### src/rtl/lms_weight_update_pkg.sv
// ---------------------------------------------------------------------------
// lms_weight_update_pkg : state encoding, defaults and saturating arithmetic
// Revision 1.0
// ---------------------------------------------------------------------------
`default_nettype none

package lms_weight_update_pkg;

    localparam int DEF_WIDTH = 16;
    localparam int DEF_QP    = 12;
    localparam int DEF_LEN   = 8;
    // Helpers below work on a common container wide enough for any WIDTH <= MAXW.
    localparam int MAXW      = 32;

    typedef enum logic [1:0] {
        S_IDLE   = 2'd0,
        S_SCALE  = 2'd1,
        S_UPDATE = 2'd2,
        S_DONE   = 2'd3
    } state_t;

    function automatic logic signed [MAXW:0] sat_hi(input int unsigned w);
        logic signed [MAXW:0] one;
        one = (MAXW+1)'(1);
        return (one <<< (w - 1)) - one;
    endfunction

    function automatic logic signed [MAXW:0] sat_lo(input int unsigned w);
        return ~sat_hi(w);
    endfunction

    function automatic logic signed [MAXW-1:0] sat_add(
        input logic signed [MAXW-1:0] a,
        input logic signed [MAXW-1:0] b,
        input int unsigned            w
    );
        logic signed [MAXW:0] s;
        s = (MAXW+1)'(a) + (MAXW+1)'(b);
        if (s > sat_hi(w)) begin
            s = sat_hi(w);
        end else if (s < sat_lo(w)) begin
            s = sat_lo(w);
        end
        return MAXW'(s);
    endfunction

endpackage

`default_nettype wire

### src/rtl/lms_weight_update_fx_mult_sat.sv
// ---------------------------------------------------------------------------
// fx_mult_sat : signed fixed-point multiply, arithmetic >>QP, saturate
// Revision 1.0
// ---------------------------------------------------------------------------
`default_nettype none

module fx_mult_sat
    import lms_weight_update_pkg::*;
#(
    parameter int WIDTH = DEF_WIDTH,
    parameter int QP    = DEF_QP
) (
    input  logic signed [WIDTH-1:0] a_i,
    input  logic signed [WIDTH-1:0] b_i,
    output logic signed [WIDTH-1:0] p_o
);

    localparam logic signed [2*WIDTH-1:0] HI2 = (2*WIDTH)'(sat_hi(WIDTH));
    localparam logic signed [2*WIDTH-1:0] LO2 = (2*WIDTH)'(sat_lo(WIDTH));

    logic signed [2*WIDTH-1:0] prod;
    logic signed [2*WIDTH-1:0] shifted;

    always_comb begin
        prod    = (2*WIDTH)'(a_i) * (2*WIDTH)'(b_i);
        // Arithmetic shift floors toward -inf, so tiny negatives become -1.
        shifted = prod >>> QP;
        if (shifted > HI2) begin
            p_o = WIDTH'(HI2);
        end else if (shifted < LO2) begin
            p_o = WIDTH'(LO2);
        end else begin
            p_o = WIDTH'(shifted);
        end
    end

endmodule

`default_nettype wire

### src/rtl/lms_weight_update.sv
// ---------------------------------------------------------------------------
// lms_weight_update : serial LMS tap update w[k] += mu*e*x[k], one tap/clock
// Revision 1.0
// ---------------------------------------------------------------------------
`default_nettype none

module lms_weight_update
    import lms_weight_update_pkg::*;
#(
    parameter int WIDTH = DEF_WIDTH,
    parameter int QP    = DEF_QP,
    parameter int LEN   = DEF_LEN
) (
    input  logic                    clk,
    input  logic                    rst_n,
    input  logic                    start,
    input  logic [WIDTH-1:0]        err,
    input  logic [WIDTH-1:0]        mu,
    input  logic [LEN*WIDTH-1:0]    x_packed,
    input  logic                    init,
    input  logic [LEN*WIDTH-1:0]    w_init_packed,
    output logic [LEN*WIDTH-1:0]    w_packed,
    output logic                    busy,
    output logic                    done
);

    localparam int IDX_W = (LEN > 1) ? $clog2(LEN) : 1;
    localparam logic [IDX_W-1:0] LAST_IDX = IDX_W'(LEN - 1);

    state_t                  state_q, state_d;
    logic [IDX_W-1:0]        k_q, k_d;
    logic signed [WIDTH-1:0] g_q, g_d;
    logic signed [WIDTH-1:0] err_q, mu_q;
    logic signed [WIDTH-1:0] x_q [LEN];
    logic signed [WIDTH-1:0] w_q [LEN];
    logic signed [WIDTH-1:0] w_d [LEN];

    logic signed [WIDTH-1:0] mul_a, mul_b, mul_p;
    logic                    accept;

    assign accept = (state_q == S_IDLE) && start && !init;

    // One multiplier serves both the step scaling and every tap product.
    always_comb begin
        mul_a = g_q;
        mul_b = x_q[k_q];
        if (state_q == S_SCALE) begin
            mul_a = mu_q;
            mul_b = err_q;
        end
    end

    fx_mult_sat #(
        .WIDTH (WIDTH),
        .QP    (QP)
    ) u_mult (
        .a_i (mul_a),
        .b_i (mul_b),
        .p_o (mul_p)
    );

    always_comb begin
        state_d = state_q;
        k_d     = k_q;
        g_d     = g_q;
        w_d     = w_q;
        case (state_q)
            S_IDLE: begin
                if (init) begin
                    for (int k = 0; k < LEN; k++) begin
                        w_d[k] = w_init_packed[k*WIDTH +: WIDTH];
                    end
                end else if (start) begin
                    state_d = S_SCALE;
                end
            end
            S_SCALE: begin
                g_d     = mul_p;
                k_d     = '0;
                state_d = S_UPDATE;
            end
            S_UPDATE: begin
                w_d[k_q] = WIDTH'(sat_add(MAXW'(w_q[k_q]), MAXW'(mul_p), WIDTH));
                if (k_q == LAST_IDX) begin
                    k_d     = '0;
                    state_d = S_DONE;
                end else begin
                    k_d = k_q + IDX_W'(1);
                end
            end
            S_DONE: begin
                state_d = S_IDLE;
            end
            default: begin
                state_d = S_IDLE;
            end
        endcase
    end

    always_ff @(posedge clk or negedge rst_n) begin
        if (!rst_n) begin
            state_q <= S_IDLE;
            k_q     <= '0;
            g_q     <= '0;
            err_q   <= '0;
            mu_q    <= '0;
            for (int k = 0; k < LEN; k++) begin
                x_q[k] <= '0;
                w_q[k] <= '0;
            end
        end else begin
            state_q <= state_d;
            k_q     <= k_d;
            g_q     <= g_d;
            w_q     <= w_d;
            if (accept) begin
                err_q <= err;
                mu_q  <= mu;
                for (int k = 0; k < LEN; k++) begin
                    x_q[k] <= x_packed[k*WIDTH +: WIDTH];
                end
            end
        end
    end

    generate
        for (genvar gk = 0; gk < LEN; gk++) begin : g_pack
            assign w_packed[gk*WIDTH +: WIDTH] = w_q[gk];
        end
    endgenerate

    assign busy = (state_q == S_SCALE) || (state_q == S_UPDATE);
    assign done = (state_q == S_DONE);

endmodule

`default_nettype wire

### config.mk
export PLATFORM = sky130hd
export DESIGN_NAME = lms_weight_update
export DESIGN_NICKNAME = d
export VERILOG_FILES = /design/src/rtl/lms_weight_update_pkg.sv /design/src/rtl/lms_weight_update_fx_mult_sat.sv /design/src/rtl/lms_weight_update.sv
export SDC_FILE = /design/constraint.sdc
export NUM_CORES = 1
export LEC_CHECK = 0
export CELL_PAD_IN_SITES_DETAIL_PLACEMENT = 1
export CELL_PAD_IN_SITES_GLOBAL_PLACEMENT = 1
export CORE_ASPECT_RATIO = 0.9
export CORE_MARGIN = 2
export CORE_UTILIZATION = 46
export DETAILED_ROUTE_END_ITERATION = 7
export HOLD_SLACK_MARGIN = 0.06
export PLACE_DENSITY = 0.95
export SLEW_MARGIN = 15
export SYNTH_ARGS = -nofsm -noshare
export SYNTH_HDL_FRONTEND = slang
export SYNTH_SLANG_ARGS = --single-unit
### constraint.sdc
create_clock -name clk -period 31.7 [get_ports clk]
set_input_delay 6.34 -clock clk [delete_from_list [all_inputs] [get_ports clk]]
set_output_delay 6.34 -clock clk [all_outputs]
set_load 0.02 [all_outputs]
Word-level counts from Yosys, hierarchy flattened
Cells that the tools add are included. Widths: inputs -> output; s select.

$add $sub $neg: 2. Multiply operators: 1. Order comparisons: 6. Eq/ne operators: 8. Multiplexer cells: 24. Bitwise operators: 1. Reduce and logical (&&, ||, !) cells: 10.

Operators by type and width (count): $pmux 128 s2 (1); $mux 16 (12); $bwmux 128 (1); $mux 128 (1); $bmux 16 s3 (2); $demux 16 s3 (1); $mul 16x16->32 (1); $gt 20x16->1 const B (1); $lt 20x16->1 const B (1); $add 16x16->17 (1); $gt 17x16->1 const B (1); $lt 17x16->1 const B (1); $ne 2x2->1 const B (4); $pmux 2 s4 (1); $mux 2 (3); $pmux 3 s2 (1); $eq 2x2->1 const B (2); $ge 4x4->1 const B (1); $lt 4x1->1 const B (1); $not 3->4 (1); $reduce_bool 2->1 (2); $add 3x1->3 const B (1); $eq 3x3->1 const B (1); $logic_and 1x1->1 (3); 7 further kinds (7).

Register bits: 309. Bits of input ports: 292. Output and inout bits: 130.

Logic depth before layout (Yosys ltp)
Depth in word-level cells: 16. Depth in mapped cells: 49. Mapped depth without buffers: 41.

Hierarchy
From an unflattened synthesis, not the netlist that was laid out.

Cells, all modules: 2601. Area, all modules: 25513.2 um^2.

Modules (own cells, without submodules): lms_weight_update (instances 1, cells an instance 1428, area an instance 15308.4 um^2); fx_mult_sat (instances 1, cells an instance 1173, area an instance 10204.8 um^2).

Worst setup path after synthesis
OpenSTA, ideal clock, no wires.

Path type: flip-flop to flip-flop. From: reg k_q[2]. To: reg w_q (netlist bit w_packed[100]). Data arrival time: 10.809 ns. Data required time: 31.635 ns. Setup slack: 20.826 ns. Cell stages (with the launch flop): 42. Path buffers: 5. Clock period less this slack: 10.874 ns. Cell sequence: dfrtp_1 -> buf_6 -> buf_2 -> buf_1 -> mux2i_1 -> nor2_1 -> a21oi_1 -> nor2_1 -> o41ai_1 -> nor2_1 -> fa_1 -> fa_1 -> fa_1 -> fa_1 -> fa_1 -> inv_1 -> fa_1 -> inv_1 -> (+6 left out) -> a2111oi_0 -> nand3_1 -> nor3_2 -> a311oi_4 -> o21ai_1 -> ha_1 -> inv_1 -> fa_1 -> nor2b_1 -> o21ai_0 -> a21boi_0 -> o21ai_0 -> a2111oi_0 -> o2bb2ai_1 -> o21ai_0 -> nor3b_1 -> clkbuf_1 -> a21o_1.

Cells in the longest elaborated chain, start to end: 16.

Ends and longest elaborated chain: from (decl) (line lms_weight_update.sv:31) `logic [IDX_W-1:0] k_q, k_d;`; from (signal assigned) (line lms_weight_update.sv:113) `k_q <= k_d;`; $not 3->4 (not written as such) (*) (line lms_weight_update.sv:46) `mul_b = x_q[k_q];`; $bmux 16 s3 (*) (line lms_weight_update.sv:46); $mux 16 (not written as such) (*) (2 in series) (line lms_weight_update.sv:46); $mux 16 (*) (line lms_weight_update.sv:47) `if (state_q == S_SCALE) begin`; $mul 16x16->32 (*) (line lms_weight_update_fx_mult_sat.sv:25) `prod = (2*WIDTH)'(a_i) * (2*WIDTH)'(b_i);`; $lt 20x16->1 (line lms_weight_update_fx_mult_sat.sv:30) `end else if (shifted < LO2) begin`; $mux 16 (line lms_weight_update_fx_mult_sat.sv:30); $mux 16 (*) (line lms_weight_update_fx_mult_sat.sv:28) `if (shifted > HI2) begin`; net mul_p[0] (line lms_weight_update.sv:38) `logic signed [WIDTH-1:0] mul_a, mul_b, mul_p;`; $add 16x16->17 (*) (line lms_weight_update_pkg.sv:38) `s = (MAXW+1)'(a) + (MAXW+1)'(b);`; $lt 17x16->1 (line lms_weight_update_pkg.sv:41) `end else if (s < sat_lo(w)) begin`; $mux 16 (line lms_weight_update_pkg.sv:41); $mux 16 (*) (line lms_weight_update_pkg.sv:39) `if (s > sat_hi(w)) begin`; $mux 16 (*) (line lms_weight_update.sv:67) `case (state_q)`; $bwmux 128 (*) (line lms_weight_update.sv:83) `w_d[k_q] = WIDTH'(sat_add(MAXW'(w_q[k_q]), MAXW'(mul_p), WIDTH));`; $pmux 128 s2 (*) (line lms_weight_update.sv:67); to (signal assigned) (line lms_weight_update.sv:115) `w_q <= w_d;`; to (decl) (line lms_weight_update.sv:35) `logic signed [WIDTH-1:0] w_q [LEN];`.

The timed path passes the listed nets; every way through them passes the cells marked *. The select of a mux whose other input is x is not followed. A chain may end at the register's enable or synchronous reset.

Final worst setup path
From: reg k_q[2]. To: reg w_q (netlist bit w_packed[66]).

The elaborated chain is that of the path after synthesis.

==> results.toml <==
[logic_synthesis]
synthTopCellsByArea = "dfrtp_1 30%, fa_1 21%, mux2_2 7.5%, ha_1 4.9%, inv_1 4.5%"
ys_async_sr_fraction_pct = 100
yosys_warnings = 0
synth-seq-area-share_pct = 30.3
ys.flop_type = "dfrtp_1"
synth-simple-area-share_pct = 10.7
synth_fa_ha_area_share_pct = 25.5
synth_edf_count = 0
synth_compound_area_share_pct = 16.5
yosysTopAreaCell = "dfrtp_1"
syn_inst = 2546
synth_top_family_by_area = "adder cells"
yosysUniqueCellTypes = 77
synthXorXnorAreaFrac_pct = 0.994
ys_ff_latch = 309
synth.area.mux_share_pct = 9.43
synth_top_area_share_pct = 30.3
netlist_area_um2 = 25600
syn_nets = 3201
avgSynthCellArea_um2 = 10.0

[critical_path]
reg2reg_to = "w_packed[66]$_DFFE_PN0P_"
critPathSlowestCell = "nor2_1"
critPathArrivalTime_ps = 15290
worstSetupPathType = "register to register"
end_kind = "register"
rr_worst_depth = 39
critPathLaunchType = "register"
rrSetupSlack_ps = 16930
crit_fanout = 51
cp.required_ps = 32220
path_common_cell = "fa_1"
reg2reg_from = "k_q[2]$_DFFE_PN0P_"
critical_path.max_stage_delay_ps = 1050

[die]
die_h_um = 228
die_w_um = 252
die_area_um2 = 57500
io_pins = 422
rows = 81
initial_core_util_pct = 46.8
core_um2 = 54600

[cells_and_area]
syn_to_final_growth_pct = 24.4
drive_gt1_share_pct = 10.2
fin_nets = 3576
fillCellCount = 5757
fin_util_pct = 58.2

[routing]
dr.pass1.iters = 7
drt_iter0_markers = 3261
drt_wl_total_um = 133000
vias = 25800
viasPerCell = 7.04
wl_per_cell_um = 36.2
drc = 0
ant_nets = 0

[timing]
worst-slew-pin-transition_ps = 2350
setup-tns-final_ps = 0
timing.final.crit_share_pct = 46.6
fmax_mhz = 67.7
whs_ps = 504
relSlewSlack_pct = -58.2
setup_viol = 0
rsz0062_at_grt = "no"
finClkSkew_ps = 36.7
setup_slack_ps = 16930
slew_viol_final = 3
post-route-min-period_ps = 14770
hold_violations = 0

[grt]
grt_first_pass_wirelength_um = 183000
grt_max_degree = 85
grt-ovfl-total = 0
grtUsageTotal_pct = 43.5
antenna_found_initial = 19
grt_pass1_vias = 28000

[worst_hold_path]
hp-start = "mu_q[2]$_DFFE_PN0P_"
min_to = "mu_q[2]$_DFFE_PN0P_"
hold_path.class = "register to register"
min_delay_path_depth = 1

[clock_tree]
clk_latency_ps = 600
path_clk_slew_ps = 70
clock_sinks = 309
cts_max_path_buffers = 3
ctsResizeCount = 0
postCtsSetupBuffers = 0
cts_inserted_buffers = 37
cts-htree-levels = 2
cts_tree = "done"
postCtsHoldBufs = 0
cts_root_buffer = "clkbuf_16"

[placement]
gp_congestion = 0.992
dp_slack_ps = 18290
hpwl_um = 85100
numPortBuffers = 421

[outcome]
violations = "capacitance limit, slew limit"
status = "complete, but fails checks"

[flow_run]
drv_cap = 1
critical path, delay by kind of cell, from the launching register on:
kind	cells	cell delay, ps
AO/OA/AOI/OAI	15	4190
adder cells (fa/ha/maj)	9	4740
buffers and inverters	8	2140
flip-flops	1	350
AND/OR/NAND/NOR	7	3200
state kept, by name, summed over array words and instances, names as in the netlist:
| register | flops |
|---|---|
| mu_q | 16 |
| g_q | 16 |
| k_q | 3 |
| w_packed | 128 |
| err_q | 16 |
| x_q | 128 |
| state_q | 2 |
per-stage QoR:
stage	instances	cell area, µm²
2_1_floorplan	2546	25600
3_3_place_gp	3584	30500
3_5_place_dp	3584	30500
4_1_cts	3649	31700
5_1_grt	3662	31800
6_report	3673	31800
cell usage after synthesis, drive strengths merged, types with 21 or more instances:
cell type  number
nand2         207
nor2          186
clkbuf        102
ha            101
and2           41
o22ai          63
nand3          21
o21ai          95
inv           309
mux2i          44
buf            27
fa            262
nand2b         24
a22oi          38
a22o           96
dfrtp         309
a21o          117
mux2          171
a21oi          75
nor2b          23
how the worst max path moves through the flow:
stage,start,to,cells past startpoint
2_1_floorplan,k_q[2]$_DFFE_PN0P_,w_packed[100]$_DFFE_PN0P_,41
3_3_place_gp,k_q[2]$_DFFE_PN0P_,w_packed[120]$_DFFE_PN0P_,37
3_5_place_dp,k_q[2]$_DFFE_PN0P_,w_packed[104]$_DFFE_PN0P_,37
4_1_cts,k_q[2]$_DFFE_PN0P_,w_packed[64]$_DFFE_PN0P_,37
5_1_grt,k_q[2]$_DFFE_PN0P_,w_packed[19]$_DFFE_PN0P_,39
6_report,k_q[2]$_DFFE_PN0P_,w_packed[66]$_DFFE_PN0P_,39
area by class of cell:
type	count	area (µm²)	share of cell area [%]
repair buffers	465	4560	14.4
multi-input cells	1798	16200	50.9
well taps	705	882	2.77
inverters	310	1160	3.66
flip-flops and latches	309	7730	24.3
clock inverters	10	138	0.433
diodes	21	52.6	0.165
clock buffers	55	1060	3.35
layout by cell type (no fill, tap or decap), types with 38 or more instances in the layout:
master           count
nand2_1            207
clkdlybuf4s50_1    420
a21oi_1             74
ha_1               100
dfrtp_1            307
fa_1               262
o22ai_1             63
nor2_1             185
inv_1              309
o21ai_0             65
a21o_1             117
mux2_2             170
a22o_1              96
mux2i_1             43
and2_1              41
clkbuf_16           38
buf_4               39
metal layers:
| layer | up-vias | track usage (%) | wire, µm | share of wire (%) |
|---|---|---|---|---|
| met3 | 1037 | 15.4 | 16900 | 13 |
| li1 | 9466 | - | - | - |
| met4 | 8 | 34.7 | 14300 | 11 |
| met5 | - | 1.09 | 151 | 0.11 |
| met2 | 2471 | 68.3 | 58200 | 44 |
| met1 | 12900 | 48.4 | 43400 | 33 |
kinds of logic (layout without fill, tap and decap cells):
logic type	after synthesis	after routing
mux	217	217
simple gates	593	593
flops	309	309
xor+xnor	29	29
compound gates	596	596
other cells	0	21
fa+ha+maj	363	363
buf+inv	439	840
Power is left out: the tool's default activity adds up to more than one toggle a clock period on the data nets, which glitch-free logic cannot reach.
